$ cat src/rtl/cpu_reset_seq_if.sv
// Reset-vector read port between the reset sequencer and program memory.
interface cpu_reset_seq_if #(
    parameter int DATA_W = 16,
    parameter int ADDR_W = 16
);
    logic              mem_rd;
    logic [ADDR_W-1:0] mem_addr;
    logic              mem_ack;
    logic [DATA_W-1:0] mem_rdata;

    modport master (
        output mem_rd,
        output mem_addr,
        input  mem_ack,
        input  mem_rdata
    );

    modport slave (
        input  mem_rd,
        input  mem_addr,
        output mem_ack,
        output mem_rdata
    );
endinterface

$ cat src/rtl/cpu_reset_seq.sv
// Reset stretcher and boot sequencer for the MSP430 core: merges reset requests,
// fetches the reset vector and hands PC/SP/SR initial values to the core.
//
// state      | meaning
// -----------+--------------------------------------------------------------
// ST_HOLD    | core held in reset, hold timer running (reloaded by any request)
// ST_FETCH   | reset vector read outstanding, timeout timer running
// ST_RELEASE | init values valid, core still in reset for this one cycle
// ST_RUN     | core running; stays here until a request or power-on reset
module cpu_reset_seq #(
    parameter int                DATA_W        = 16,
    parameter int                ADDR_W        = 16,
    parameter int                NUM_SRC       = 4,
    parameter int                HOLD_CYCLES   = 4,
    parameter logic [ADDR_W-1:0] VEC_ADDR      = 16'hFFFE,
    parameter logic [DATA_W-1:0] SP_INIT       = 16'h0400,
    parameter logic [DATA_W-1:0] SR_INIT       = 16'h0000,
    parameter int                FETCH_TIMEOUT = 8,
    parameter logic [DATA_W-1:0] FALLBACK_PC   = 16'hC000
) (
    input  logic               clk,
    input  logic               rst,
    input  logic [NUM_SRC-1:0] src_req,
    cpu_reset_seq_if.master    mem,
    output logic               core_rst,
    output logic [DATA_W-1:0]  pc_init,
    output logic [DATA_W-1:0]  sp_init,
    output logic [DATA_W-1:0]  sr_init,
    output logic               init_valid,
    output logic               vec_fault,
    output logic               por_flag,
    output logic [NUM_SRC-1:0] rst_cause,
    input  logic               cause_clr
);

    typedef enum logic [1:0] {
        ST_HOLD,
        ST_FETCH,
        ST_RELEASE,
        ST_RUN
    } state_t;

    localparam int TMR_MAX = (HOLD_CYCLES > FETCH_TIMEOUT) ? HOLD_CYCLES : FETCH_TIMEOUT;
    localparam int TMR_W   = (TMR_MAX > 1) ? $clog2(TMR_MAX) : 1;

    localparam logic [TMR_W-1:0]  HOLD_LOAD  = TMR_W'(HOLD_CYCLES - 1);
    localparam logic [TMR_W-1:0]  FETCH_LOAD = TMR_W'(FETCH_TIMEOUT - 1);
    localparam logic [TMR_W-1:0]  TMR_ONE    = TMR_W'(1);
    localparam logic [DATA_W-1:0] PC_MASK    = ~DATA_W'(1);

    state_t            state;
    state_t            state_nxt;
    logic [TMR_W-1:0]  tmr;
    logic [TMR_W-1:0]  tmr_nxt;
    logic [DATA_W-1:0] pc_nxt;
    logic              req_any;
    logic              fetch_to;

    assign req_any = |src_req;

    // One down-counter serves both the hold stretch and the fetch timeout.
    always_ff @(posedge clk or negedge rst) begin
        if (!rst) begin
            state <= ST_HOLD;
            tmr   <= HOLD_LOAD;
        end else begin
            state <= state_nxt;
            tmr   <= tmr_nxt;
        end
    end

    always_comb begin
        state_nxt = state;
        tmr_nxt   = tmr;
        pc_nxt    = pc_init;
        fetch_to  = 1'b0;
        if (req_any) begin
            state_nxt = ST_HOLD;
            tmr_nxt   = HOLD_LOAD;
        end else begin
            case (state)
                ST_HOLD: begin
                    if (tmr == '0) begin
                        state_nxt = ST_FETCH;
                        tmr_nxt   = FETCH_LOAD;
                    end else begin
                        tmr_nxt = tmr - TMR_ONE;
                    end
                end
                ST_FETCH: begin
                    // A late ack in the terminal cycle still counts as a good fetch.
                    if (mem.mem_ack) begin
                        pc_nxt    = mem.mem_rdata & PC_MASK;
                        state_nxt = ST_RELEASE;
                    end else if (tmr == '0) begin
                        pc_nxt    = FALLBACK_PC;
                        fetch_to  = 1'b1;
                        state_nxt = ST_RELEASE;
                    end else begin
                        tmr_nxt = tmr - TMR_ONE;
                    end
                end
                ST_RELEASE: state_nxt = ST_RUN;
                ST_RUN:     state_nxt = ST_RUN;
                default:    state_nxt = ST_HOLD;
            endcase
        end
    end

    always_ff @(posedge clk or negedge rst) begin
        if (!rst) begin
            pc_init   <= FALLBACK_PC;
            sp_init   <= SP_INIT;
            sr_init   <= SR_INIT;
            vec_fault <= 1'b0;
            por_flag  <= 1'b1;
            rst_cause <= '0;
        end else begin
            pc_init   <= pc_nxt;
            sp_init   <= SP_INIT;
            sr_init   <= SR_INIT;
            // New events win over a simultaneous clear.
            vec_fault <= (vec_fault & ~cause_clr) | fetch_to;
            por_flag  <= por_flag & ~cause_clr;
            rst_cause <= (rst_cause & {NUM_SRC{~cause_clr}}) | src_req;
        end
    end

    assign mem.mem_rd   = (state == ST_FETCH);
    assign mem.mem_addr = VEC_ADDR;
    assign core_rst     = (state != ST_RUN);
    assign init_valid   = (state == ST_RELEASE) || (state == ST_RUN);

endmodule

$ cat src/flat_wrapper.sv
// flat-port wrapper written by rule: the top's interface ports become plain ports
module cpu_reset_seq_flat 
#(
    parameter int                DATA_W        = 16,
    parameter int                ADDR_W        = 16,
    parameter int                NUM_SRC       = 4,
    parameter int                HOLD_CYCLES   = 4,
    parameter logic [ADDR_W-1:0] VEC_ADDR      = 16'hFFFE,
    parameter logic [DATA_W-1:0] SP_INIT       = 16'h0400,
    parameter logic [DATA_W-1:0] SR_INIT       = 16'h0000,
    parameter int                FETCH_TIMEOUT = 8,
    parameter logic [DATA_W-1:0] FALLBACK_PC   = 16'hC000
)
  (clk, rst, src_req, core_rst, pc_init, sp_init, sr_init, init_valid, vec_fault, por_flag, rst_cause, cause_clr, mem_mem_rd, mem_mem_addr, mem_mem_ack, mem_mem_rdata);
  cpu_reset_seq_if #(.DATA_W(DATA_W), .ADDR_W(ADDR_W)) mem_i ();
  input  logic clk;
  input  logic rst;
  input  logic [NUM_SRC-1:0] src_req;
  output logic core_rst;
  output logic [DATA_W-1:0] pc_init;
  output logic [DATA_W-1:0] sp_init;
  output logic [DATA_W-1:0] sr_init;
  output logic init_valid;
  output logic vec_fault;
  output logic por_flag;
  output logic [NUM_SRC-1:0] rst_cause;
  input  logic cause_clr;
  output wire logic [$bits(mem_i.mem_rd)-1:0] mem_mem_rd;
  output wire logic [$bits(mem_i.mem_addr)-1:0] mem_mem_addr;
  input wire logic [$bits(mem_i.mem_ack)-1:0] mem_mem_ack;
  input wire logic [$bits(mem_i.mem_rdata)-1:0] mem_mem_rdata;
  assign mem_mem_rd = mem_i.mem_rd;
  assign mem_mem_addr = mem_i.mem_addr;
  assign mem_i.mem_ack = mem_mem_ack;
  assign mem_i.mem_rdata = mem_mem_rdata;
  cpu_reset_seq #(.DATA_W(DATA_W), .ADDR_W(ADDR_W), .NUM_SRC(NUM_SRC), .HOLD_CYCLES(HOLD_CYCLES), .VEC_ADDR(VEC_ADDR), .SP_INIT(SP_INIT), .SR_INIT(SR_INIT), .FETCH_TIMEOUT(FETCH_TIMEOUT), .FALLBACK_PC(FALLBACK_PC)) u_core (.clk(clk), .rst(rst), .src_req(src_req), .mem(mem_i), .core_rst(core_rst), .pc_init(pc_init), .sp_init(sp_init), .sr_init(sr_init), .init_valid(init_valid), .vec_fault(vec_fault), .por_flag(por_flag), .rst_cause(rst_cause), .cause_clr(cause_clr));
endmodule
$ cat config.mk
export PLATFORM = sky130hd
export DESIGN_NAME = cpu_reset_seq_flat
export DESIGN_NICKNAME = d
export VERILOG_FILES = /design/src/rtl/cpu_reset_seq_if.sv /design/src/rtl/cpu_reset_seq.sv /design/src/flat_wrapper.sv
export SDC_FILE = /design/constraint.sdc
export NUM_CORES = 1
export LEC_CHECK = 0
export BUFFER_PORTS_ARGS = -buffer_cell sky130_fd_sc_hd__buf_4
export CORE_ASPECT_RATIO = 0.9
export CORE_MARGIN = 1.5
export CORE_UTILIZATION = 38
export CTS_CLUSTER_DIAMETER = 120
export DETAILED_ROUTE_END_ITERATION = 10
export PLACE_DENSITY_LB_ADDON = 0.08
export RECOVER_POWER = 25
export SYNTH_ARGS = -nofsm -noshare
export SYNTH_HDL_FRONTEND = slang
export SYNTH_SLANG_ARGS = --single-unit
$ cat constraint.sdc
create_clock -name clk -period 1.4 [get_ports clk]
set_input_delay 0.07 -clock clk [delete_from_list [all_inputs] [get_ports clk]]
set_output_delay 0.07 -clock clk [all_outputs]
set_load 0.005 [all_outputs]
After elaboration in Yosys (flattened, before gate mapping)
Index checks and enable logic that the tools add are counted.

storage, ports and cells
  output and inout port bits = 73
  bits of input ports = 24
  flip-flop bits (word level) = 27
  logic and storage cells = 48

cells by class
  equal/unequal tests = 8
  reduce and logical (&&, ||, !) cells = 10
  $add $sub $neg = 1
  bitwise operators = 7
  multiplexer cells = 16

operators with widths
  operator                                                count
  two-way mux 16 bit                                      2
  two-way mux 3 bit                                       4
  two-way mux 2 bit                                       4
  inequality test 3 x 2 -> 1 bit (second input constant)  2
  one-hot mux 2 bit (3 select lines)                      1
  one-hot mux 3 bit (2 select lines)                      1
  AND reduction 3 bit                                     2
  bitwise AND 4 bit                                       1
  == test 2 bit (second input constant)                   2
  two-way mux 1 bit                                       4
  inequality test 4 x 1 -> 1 bit (second input constant)  1
  bitwise OR 4 bit                                        1
  OR reduction 4 bit                                      1
  logical NOT 3 bit                                       1
  inequality test 3 x 1 -> 1 bit (second input constant)  1
  nonzero test 3 bit                                      1
  subtractor 3 x 1 -> 3 bit (second input constant)       1
  bitwise AND 1 bit                                       2
  == test 2 x 1 -> 1 bit (second input constant)          1
  logical NOT 2 bit                                       1
  inequality test 2 bit (second input constant)           1
  inverter 1 bit                                          2
  AND reduction 2 bit                                     1
  nonzero test 2 bit                                      1
  3 further kinds                                         3

Longest topological paths before layout
Gate-level depths: netlist of run 1.

  depth after elaboration = 6
  mapped depth = 6
  depth with buffers taken out = 5

Worst setup path before layout of run 1
No wires, ideal clock.

  path kind = register -> register
  from = reg u_core.tmr[0]
  to = reg u_core.pc_init[11]
  arrival time = 1.493 ns
  stages on the path, launching flop included = 7
  slack = -0.159 ns
  clock period less this slack = 1.559 ns
  buffers on the path = 1
  required time = 1.335 ns
  library setup time = 0.065 ns
  cells stage by stage = dfstp_2 > inv_1 > ha_1 > nor2b_1 > o211ai_2 > buf_2 > a22o_1

between the ends
  word-level cells in the longest chain between the ends = 3

RTL lines
  element                               RTL line              source
  start: declaration                    cpu_reset_seq.sv:53   logic [TMR_W-1:0] tmr;
  start signal: assignment              cpu_reset_seq.sv:68   tmr <= tmr_nxt;
  logical NOT 3 bit                     cpu_reset_seq.sv:95   end else if (tmr == '0) begin
  nonzero test 2 bit (no source line)   -
  AND reduction 3 bit (no source line)  -
  end signal: assignment                cpu_reset_seq.sv:119  pc_init <= pc_nxt;
  end: declaration                      cpu_reset_seq.sv:26   output logic [DATA_W-1:0] pc_init,

No other way between the ends.
A chain may end at the register's enable or synchronous reset.

Worst setup path after layout of run 1
  from = reg u_core.tmr[0]
  to = reg u_core.pc_init[13]

Same word-level chain as after synthesis.

==> metrics.md, run 1 <==
| Metric | Value |
|---|---|
| Overall die height | 61.9 µm |
| Core ar. | 0.00370 mm² |
| Sequential share of the synthesized area | 44.9% |
| Post-Route Skew | 0.00336 ns |
| Max-Cap Viols | 0 |
| CTS clock-pin slew for the worst setup and hold paths | 0.09 ns |
| Status | finished with violations |
| Final HPWL DP | 1950 µm |
| DIE AREA | 0.00423 mm² |
| Area of placed instances | 0.00177 mm² |
| Hold Path Class | input port to flop |
| DIE WIDTH | 68.4 µm |
| Final Hold Fails | 0 |
| Leak | 1.00 nW |
| CTS tree | yes |
| GRT Total Usage | 11.8% |
| Routed WL | 2610 µm |
| Gr ovfl total | 0 |
| Number of H-tree levels | 1 |
| Residual DRC | 0 |
| Fmax | 702 MHz |
| Share of Yosys cell area claimed by the top area cell type | 35.9% |
| DRT Pass-1 Iters | 4 |
| Mapped Area | 0.00146 mm² |
| Placer congestion estimate | 0.778 |
| Avg Inst Size Synth | 10.8 µm² |
| Register area | 657 µm² |
| Initial antenna violation count | 0 |
| Library cells used by synthesis | 30 |
| Longest Clk Path Bufs | 2 |
| Yosys top cell by area | dfrtp_1 |
| Synthesized flop and latch total | 26 |
| Synth area leaders | dfrtp_1 (36%), buf_4 (26%), dfstp_2 (9.0%), a22o_1 (7.8%), a21o_1 (2.1%) |
| Tcrit/Tclk final | 102% |
| Max stage delay on crit path | 0.55 ns |
| Synthesis warning total | 0 |
| Clk Latency, worst-skew pair | 0.27 ns |
| Vias in the first global route | 855 |
| Critical Path RT | 1.62 ns |
| Antenna viol nets, final | 0 |
| Max FO, Critical Path | 15 |
| Multi-input logic area | 598 µm² |
| Final setup vio count | 14 |
| Worst slew margin | 57.2% |
| Crit path kind | flop to flop |
| Routed WL per cell | 11.0 µm |
| Synth-to-layout area growth | 27.1% |
| Synth Instances | 136 |
| Design area | 0.00186 mm² |
| Worst path slowest cell | dfstp_2 |
| Setup tns final | -0.251 ns |
| N_diodes | 0 |
| Pin count of the biggest net entering global routing | 27 |
| Inserted Clock Buffers | 3 |
| Critical Path AT | 1.64 ns |
| Starting Density | 39.5% |
| Maximum vdd drop | 0.815 mV |
| Startpoint Class | flop |
| Slew @ Worst Pin | 0.642 ns |
| CP Capture Type | flop |
| Drt via density | 4.26 |
| RSZ-0062 raised after global routing | yes |
| # port buffers | 46 |
| Violated checks | setup timing |
| Root Driver | clkbuf_8 |
| Row cnt | 21 |
| Critical path cell sequence | inv_2, ha_4, nor2b_4, o211ai_4, buf_12, a22o_1 |
| Share of layout cells above drive strength 1 | 39.1% |
| First-pass GRT wire length | 3740 µm |
| Via count | 1,013 |
| Ports | 97 |
| Final #Nets | 219 |
| Power Density | 822 mW/mm² |
| Minimum clock period | 1.42 ns |
| Fill count | 341 |
| Layout Utilization | 50.2% |
| DRT iter0 DRCs | 31 |
| Worst path setup slack after routing | -0.0247 ns |
| Fin. max-slew vios | 0 |
| Clock sink total | 26 |
## Yosys cell counts
library cell	count
a21o_1	4
a21oi_1	2
a22o_1	13
a22oi_1	2
a311oi_1	1
a32o_1	1
and3_1	1
buf_2	1
buf_4	50
buf_6	1
clkbuf_1	1
conb_1	2
dfrtp_1	21
dfstp_2	5
ha_1	2
inv_1	7
mux2_2	1
nand2_1	3
nand2b_1	1
nand4_1	1
nor2_1	4
nor2b_1	3
nor3b_1	1
nor4_4	1
o211ai_2	1
o21ai_0	1
o21ba_2	1
o2bb2ai_1	1
o31a_1	2
or4_1	1
## placed cells by master (no fill, tap or decap), types with 3 or more instances in the layout
master / count
nor2_1: 4
dfstp_2: 5
a22o_1: 13
a21o_1: 4
clkbuf_8: 3
inv_1: 5
dfrtp_1: 21
buf_4: 54
conb_1: 49
nand2_1: 3
## cells by family after synthesis
kind of cell | Yosys count | synth area share, %
buffers and inverters | 60 | 28.8
DFF | 26 | 44.9
other | 2 | 0.513
muxes | 1 | 0.769
and+or+nand+nor | 16 | 6.84
AOI/OAI and AO/OA | 29 | 16.5
adders and majority gates | 2 | 1.71
## through the flow
stage	total power, W	hold WS (ns)	setup slack [ns]	cells
global placement	0.000915	-0.00247	-0.00233	232
detailed placement	0.000917	0.00152	-0.0158	232
global route	0.00160	0.00750	-0.0772	238
finish	0.00153	0.00783	-0.0247	238
floorplan	0.000925	-0.226	-0.00952	183
CTS	0.00156	0.00242	-0.0303	238
## registers in the layout, indices dropped and copies added (netlist names)
| name | flops |
|---|---|
| u_core.pc_init | 15 |
| u_core.state | 2 |
| u_core.rst_cause | 4 |
| u_core.vec_fault | 1 |
| u_core.tmr | 3 |
| u_core.por_flag | 1 |
## layout make-up
type	instances	area share, %
clock buffer	3	2.22
clock inverter	1	1.61
inverter	7	1.41
multi-input combinational	97	32.1
sequential	26	35.3
tap	46	3.09
timing repair buffer	58	24.2
## final timing paths
| path | startpoint | end | slack, ns | cells past startpoint |
|---|---|---|---|---|
| setup / recovery | u_core.tmr[0] | u_core.pc_init[13] | -0.02 | 6 |
| hold / removal | src_req[2] | u_core.rst_cause[2] | 0.008 | 2 |
| setup reg to reg | u_core.tmr[0] | u_core.pc_init[13] | -0.02 | 6 |
| hold reg to reg | u_core.pc_init[14] | u_core.pc_init[14] | 0.48 | 2 |
| max in group asynchronous | rst | u_core.pc_init[7] | 0.63 | 2 |
| min in group asynchronous | rst | u_core.pc_init[2] | 0.35 | 2 |
## report_power, final
group | internal, W | total [W] | switching (W)
Combinational | 0.0000629 | 0.000140 | 0.0000775
Clock | 0.000383 | 0.000624 | 0.000241
Sequential | 0.000760 | 0.000765 | 0.00000495
Total | 0.00121 | 0.00153 | 0.000323
## critical path: cells and delay by family, from the launching register on
family	cells	cell delay (ns)
adders and majority gates	1	0.16
buffers and inverters	2	0.21
AOI/OAI and AO/OA	2	0.33
and+or+nand+nor	1	0.13
DFF	1	0.55
## repair_timing
| item | CTS | global route |
|---|---|---|
| hold buffers | 2 | 0 |
| setup buffers | 0 | 0 |
| hold endpoints to repair | 27 | 0 |
| gates resized for setup | 0 | 1 |
| setup endpoints to repair | 14 | 18 |
| pin swaps | 0 | 0 |
## routing by layer
metal | track usage (%) | wire length (µm)
met4 | 2.57 | 14
met2 | 20.1 | 1270
met5 | 0 | 0
met3 | 4.14 | 246
met1 | 14.6 | 1080
Power figures use the tool's default switching activity.
==> inputs of run 2 (changes only) <==
==> constraint.sdc (replaced) <==
create_clock -name clk -period 1.4 [get_ports clk]
set_input_delay 0.07 -clock clk [delete_from_list [all_inputs] [get_ports clk]]
set_output_delay 0.07 -clock clk [all_outputs]
set_load 0.02 [all_outputs]
==> run 2 against run 1 <==
Against the previous run:
- the flow still finishes with violations (setup timing)
- first-iteration DRC count is 6.5% higher
- cell count is 1.3% lower
- global-route usage hardly changed
- wire length is 1.4% lower
- sequential share of layout area is 0.071 points higher
- fmax is 0.63% lower
- clock skew is 0.0010 ns lower
- non-clock buffer count is 3 lower
- combinational power is 67% higher
- utilization is 0.10 points lower
- register-to-register slack hardly changed
- via count is 2.7% lower
- critical endpoint is now u_core.pc_init[9]
- largest cell class unchanged
==> metrics.md, run 2 (synthesis gave the netlist of run 1 again) <==
| Metric | Value |
|---|---|
| Status | finished with violations |
| Violated checks | setup timing |
| Slew @ Worst Pin | 0.651 ns |
| Critical Path RT | 1.61 ns |
| Pint | 0.00121 W |
| Core ar. | 0.00370 mm² |
| Fmax | 697 MHz |
| Tcrit/Tclk final | 102% |
| Hold slack | 0.00951 ns |
| Gate power share | 14.5% |
| Minimum clock period | 1.43 ns |
| Overall die height | 61.9 µm |
| Drt via density | 4.20 |
| Max FO, Critical Path | 15 |
| Biggest register | u_core.pc_init |
| Final HPWL DP | 2020 µm |
| CP Capture Type | flop |
| Sw Ratio | 25.4% |
| Top flop regs | u_core.pc_init (15), u_core.rst_cause (4), u_core.tmr (3) |
| Setup bufs post-CTS | 0 |
| Design area | 0.00186 mm² |
| Clock power share | 38.2% |
| Root Driver | clkbuf_8 |
| Number of H-tree levels | 1 |
| DRT iter0 DRCs | 33 |
| Via count | 986 |
| Final Hold Fails | 0 |
| CTS clock-pin slew for the worst setup and hold paths | 0.09 ns |
| Sw power | 0.000410 W |
| Worst slew margin | 56.6% |
| DIE WIDTH | 68.4 µm |
| CTS tree | yes |
| Row cnt | 21 |
| Worst path setup slack after routing | -0.0337 ns |
| Share of layout cells above drive strength 1 | 38.1% |
| Reg power frac | 47.3% |
| Setup tns final | -0.330 ns |
| Leak | 0.992 nW |
| Fin. max-slew vios | 0 |
| Area of placed instances | 0.00177 mm² |
| Startpoint Class | flop |
| Clock sink total | 26 |
| Worst reg2reg setup slack | -0.03 ns |
| # resized after CTS | 0 |
| Most frequent cells in the layout | buf_4 (50), conb_1 (49), dfrtp_1 (21), a22o_1 (13) |
| Longest Clk Path Bufs | 2 |
| Placer congestion estimate | 0.779 |
| # port buffers | 46 |
| Routed WL | 2580 µm |
| Final setup vio count | 14 |
| Maximum vdd drop | 0.449 mV |
| Gr ovfl total | 0 |
| Max-Cap Viols | 0 |
| Reg2reg path depth | 6 |
| Synth-to-layout area growth | 26.8% |
| N_diodes | 0 |
| Crit path kind | flop to flop |
| Final #Nets | 216 |
| Max reg flops | 15 |
| Initial antenna violation count | 0 |
| Residual DRC | 0 |
| RSZ-0062 raised after global routing | yes |
| Most common cell after layout, fill and taps aside | buf_4 |
| Vias in the first global route | 836 |
| GRT Total Usage | 11.9% |
| DIE AREA | 0.00423 mm² |
| Ports | 97 |
| Inserted Clock Buffers | 3 |
| Hold Path Class | input port to flop |
| Post-Route Skew | 0.00234 ns |
| First-pass GRT wire length | 3820 µm |
| Power Density | 870 mW/mm² |
| Pin count of the biggest net entering global routing | 27 |
| DRT Pass-1 Iters | 4 |
| Pre-CTS setup slack | -0.0156 ns |
| Antenna viol nets, final | 0 |
| Critical Path AT | 1.64 ns |
| Clk Latency, worst-skew pair | 0.27 ns |
| Pwr Total | 0.00162 W |
| Starting Density | 39.5% |
| Routed WL per cell | 11.0 µm |
| Hold path cells | 2 |
-- run 2: cell types whose count changed in the layout (fill, tap and decap cells not counted) --
cell / previous run / this run
nor2b_4: 1 / 2
and3_1: 0 / 1
buf_12: 1 / 2
buf_4: 54 / 50
and3_2: 1 / 0
nor2b_1: 2 / 1
-- run 2: path summary, 6_finish.rpt --
| check | start | to |
|---|---|---|
| max | u_core.tmr[0] | u_core.pc_init[9] |
| min | src_req[3] | u_core.rst_cause[3] |
| max reg2reg | u_core.tmr[0] | u_core.pc_init[9] |
| min reg2reg | u_core.pc_init[15] | u_core.pc_init[15] |
| max in group asynchronous | rst | u_core.pc_init[8] |
| min in group asynchronous | rst | u_core.pc_init[10] |
-- run 2: worst max-delay path, stage by stage, from the launching register on --
cell      delay, ns
dfstp_2        0.55
inv_2          0.05
ha_4           0.16
nor2b_4        0.13
o211ai_4       0.20
buf_12         0.16
a22o_1         0.13
-- run 2: final cells by class --
cell class	count	area, µm²
Clock inverter	1	30.0
Clock buffer	3	41.3
Fill cell	354	1850
Multi-Input combinational cell	97	604
Sequential cell	26	657
Tap cell	46	57.6
Inverter	7	26.3
Timing Repair Buffer	55	440
-- run 2: power by group through the flow --
stage	clock network (W)	registers (W)	logic (W)
final	0.000617	0.000765	0.000234
after global routing	0.000666	0.000766	0.000260
after CTS	0.000645	0.000765	0.000235
after detailed placement	0	0.000780	0.000230
after global placement	0	0.000779	0.000229
after floorplan	0	0.000789	0.000236
-- run 2: through the flow --
step | instances | util [%]
after CTS | 235 | 50.2
after global routing | 235 | 50.1
after global placement | 229 | 47.7
after detailed placement | 229 | 47.7
final | 235 | 50.1
after floorplan | 183 | -
-- run 2: what timing repair did --
item	4_1_cts	5_1_grt
hold buffers	2	0
endpoints found under the hold margin	27	0
pin swaps	0	0
setup endpoints to repair	14	18
-- run 2: per-layer routing --
metal	track usage, %	up-vias	wire length [µm]
met1	15.0	470	1050
met3	3.96	0	222
met5	0	-	0
li1	-	468	-
met4	0.857	0	0
met2	20.7	48	1310
==> inputs of run 3 (changes only) <==
--- a/config.mk
+++ b/config.mk
@@ -11,7 +11,7 @@
 export CORE_UTILIZATION = 38
 export CTS_CLUSTER_DIAMETER = 120
 export DETAILED_ROUTE_END_ITERATION = 10
-export PLACE_DENSITY_LB_ADDON = 0.08
+export PLACE_DENSITY = 0.83
 export RECOVER_POWER = 25
 export SYNTH_ARGS = -nofsm -noshare
 export SYNTH_HDL_FRONTEND = slang
==> run 3 against run 2 <==
Against the previous run:
- the flow still finishes with violations (setup timing)
- setup slack got worse by 0.014 ns
- count of clock-buffer cells in the layout up 1
- utilization is 0.17 points higher
- clock skew is 0.0023 ns higher
- sequential power about the same
- global-route usage up 0.48 points
- worst hold slack improved by 0.0028 ns
- cell count increased by 1.3%
- final area rose by 0.34%
- non-clock buffer count rose by 3
- sequential cell count unchanged
==> metrics.md, run 3 (synthesis gave the netlist of run 1 again) <==
| Metric | Value |
|---|---|
| Fill count | 371 |
| Vias in the first global route | 881 |
| Final HPWL DP | 2010 µm |
| Ports | 97 |
| CTS clock-pin slew for the worst setup and hold paths | 0.08 ns |
| Slew @ Worst Pin | 0.653 ns |
| Top Layer Used | met4 |
| CP Capture Type | flop |
| GRT Total Usage | 12.4% |
| Sw power | 0.000404 W |
| Placed cell count | 232 |
| Layout Cells excl Fill | 238 |
| Via count | 1,009 |
| Longest Clk Path Bufs | 2 |
| Critical path cell sequence | inv_2, ha_4, nor2b_4, o211ai_4, buf_12, a22o_1 |
| DRT iter0 DRCs | 17 |
| Pint | 0.00107 W |
| Violated checks | setup timing |
| Critical Path AT | 1.65 ns |
| Hold Path Class | input port to flop |
| Final setup vio count | 15 |
| Fin. max-slew vios | 0 |
| Final #Nets | 219 |
| DIE AREA | 0.00423 mm² |
| Max stage delay on crit path | 0.55 ns |
| Worst path slowest cell | dfstp_2 |
| Met1 Wirelength | 1020 µm |
| Worst slew margin | 56.5% |
| Max reg flops | 15 |
| Status | finished with violations |
| Pin count of the biggest net entering global routing | 27 |
| Worst reg2reg setup slack | -0.05 ns |
| # resized after CTS | 0 |
| Minimum clock period | 1.45 ns |
| First-pass GRT wire length | 3930 µm |
| Routed WL | 2540 µm |
| Max-Cap Viols | 0 |
| # port buffers | 46 |
| Synth-to-layout area growth | 27.3% |
| Sw Ratio | 27.3% |
| Max FO, Critical Path | 15 |
| Post-Route Skew | 0.00459 ns |
| Hold slack | 0.0123 ns |
| Most common cell after layout, fill and taps aside | buf_4 |
| Metal3 WL | 190 µm |
| Biggest register | u_core.pc_init |
| Layout Utilization | 50.3% |
| Inserted Clock Buffers | 3 |
| Leak | 1.00 nW |
| N_diodes | 0 |
| Placer congestion estimate | 0.866 |
| Tcrit/Tclk final | 103% |
| Gate power share | 15.9% |
| CTS tree | yes |
| Share of layout cells above drive strength 1 | 39.1% |
| Starting Density | 39.5% |
| Clock sink total | 26 |
| DRT Pass-1 Iters | 4 |
| Gr ovfl total | 0 |
| Final Hold Fails | 0 |
| Fmax | 691 MHz |
| Maximum vdd drop | 0.698 mV |
| Top flop regs | u_core.pc_init (15), u_core.rst_cause (4), u_core.tmr (3) |
| Reg power frac | 51.7% |
| Drt via density | 4.24 |
| Pwr Total | 0.00148 W |
| Crit path kind | flop to flop |
| Antenna viol nets, final | 0 |
| Initial antenna violation count | 0 |
| Startpoint Class | flop |
| Routed WL per cell | 10.7 µm |
| RSZ-0062 raised after global routing | yes |
| Clock power share | 32.4% |
| Wire length on met2 | 1320 µm |
| Critical Path RT | 1.60 ns |
| Clk Latency, worst-skew pair | 0.27 ns |
| Number of H-tree levels | 1 |
| Worst path setup slack after routing | -0.0475 ns |
| Power Density | 794 mW/mm² |
| Row cnt | 21 |
| Root Driver | clkbuf_8 |
| Most frequent cells in the layout | buf_4 (53), conb_1 (49), dfrtp_1 (21), a22o_1 (13) |
| Overall die height | 61.9 µm |
| DIE WIDTH | 68.4 µm |
| Core ar. | 0.00370 mm² |
| Residual DRC | 0 |
[run 3: changes by cell type in the layout (fill, tap and decap cells not counted)]
cell	change
bufinv_16	-1
clkbuf_8	+1
buf_4	+3
[run 3: critical path, delay by kind of cell (launching register included)]
kind / cells / cell delay [ns]
and+or+nand+nor: 1 / 0.13
buffers and inverters: 2 / 0.21
DFF: 1 / 0.55
adders and majority gates: 1 / 0.16
AOI/OAI and AO/OA: 2 / 0.34
[run 3: final timing paths]
kind,from,cells after the start,endpoint
worst max-delay path,u_core.tmr[0],6,u_core.pc_init[3]
worst min-delay path,src_req[2],2,u_core.rst_cause[2]
worst max register to register,u_core.tmr[0],6,u_core.pc_init[3]
worst min register to register,u_core.pc_init[14],2,u_core.pc_init[14]
max in group asynchronous,rst,2,u_core.pc_init[11]
min in group asynchronous,rst,2,u_core.state[0]
[run 3: through the flow]
| stage | cell area (µm²) | TNS, ns | setup WS (ns) |
|---|---|---|---|
| after CTS | 1870 | -0.490 | -0.0521 |
| final | 1860 | -0.387 | -0.0475 |
| after detailed placement | 1790 | -0.197 | -0.0269 |
| after global placement | 1790 | 0 | 0.00423 |
| after global routing | 1860 | -1.41 | -0.0993 |
| after floorplan | 1690 | -0.0836 | -0.00985 |
[run 3: cell type report]
| cell class | count | area, µm² | area share [%] |
|---|---|---|---|
| clock buffer | 4 | 55.1 | 2.95 |
| inverter | 7 | 26.3 | 1.41 |
| multi-input combinational | 97 | 604 | 32.4 |
| sequential | 26 | 657 | 35.3 |
| tap | 46 | 57.6 | 3.09 |
| timing repair buffer | 58 | 463 | 24.8 |
[run 3: timing repair]
action                                  in CTS  in global routing
hold endpoints to repair                    27                  0
buffers inserted                             0                  0
hold buffers                                 2                  0
endpoints found under the setup margin      15                 19
gates cloned                                 0                  0
pin swaps                                    0                  2
[run 3: per-layer routing]
| layer | vias up | global-route usage, % |
|---|---|---|
| met1 | 486 | 15.3 |
| li1 | 474 | - |
| met4 | 0 | 1.71 |
| met3 | 2 | 4.14 |
| met5 | - | 0 |
| met2 | 47 | 21.6 |
[run 3: power by group through the flow]
stage	clock, W	combinational [W]	sequential [W]
after floorplan	0	0.000236	0.000789
after global placement	0	0.000230	0.000779
after detailed placement	0	0.000232	0.000779
after CTS	0.000505	0.000237	0.000765
after global routing	0.000527	0.000262	0.000766
final	0.000478	0.000235	0.000765
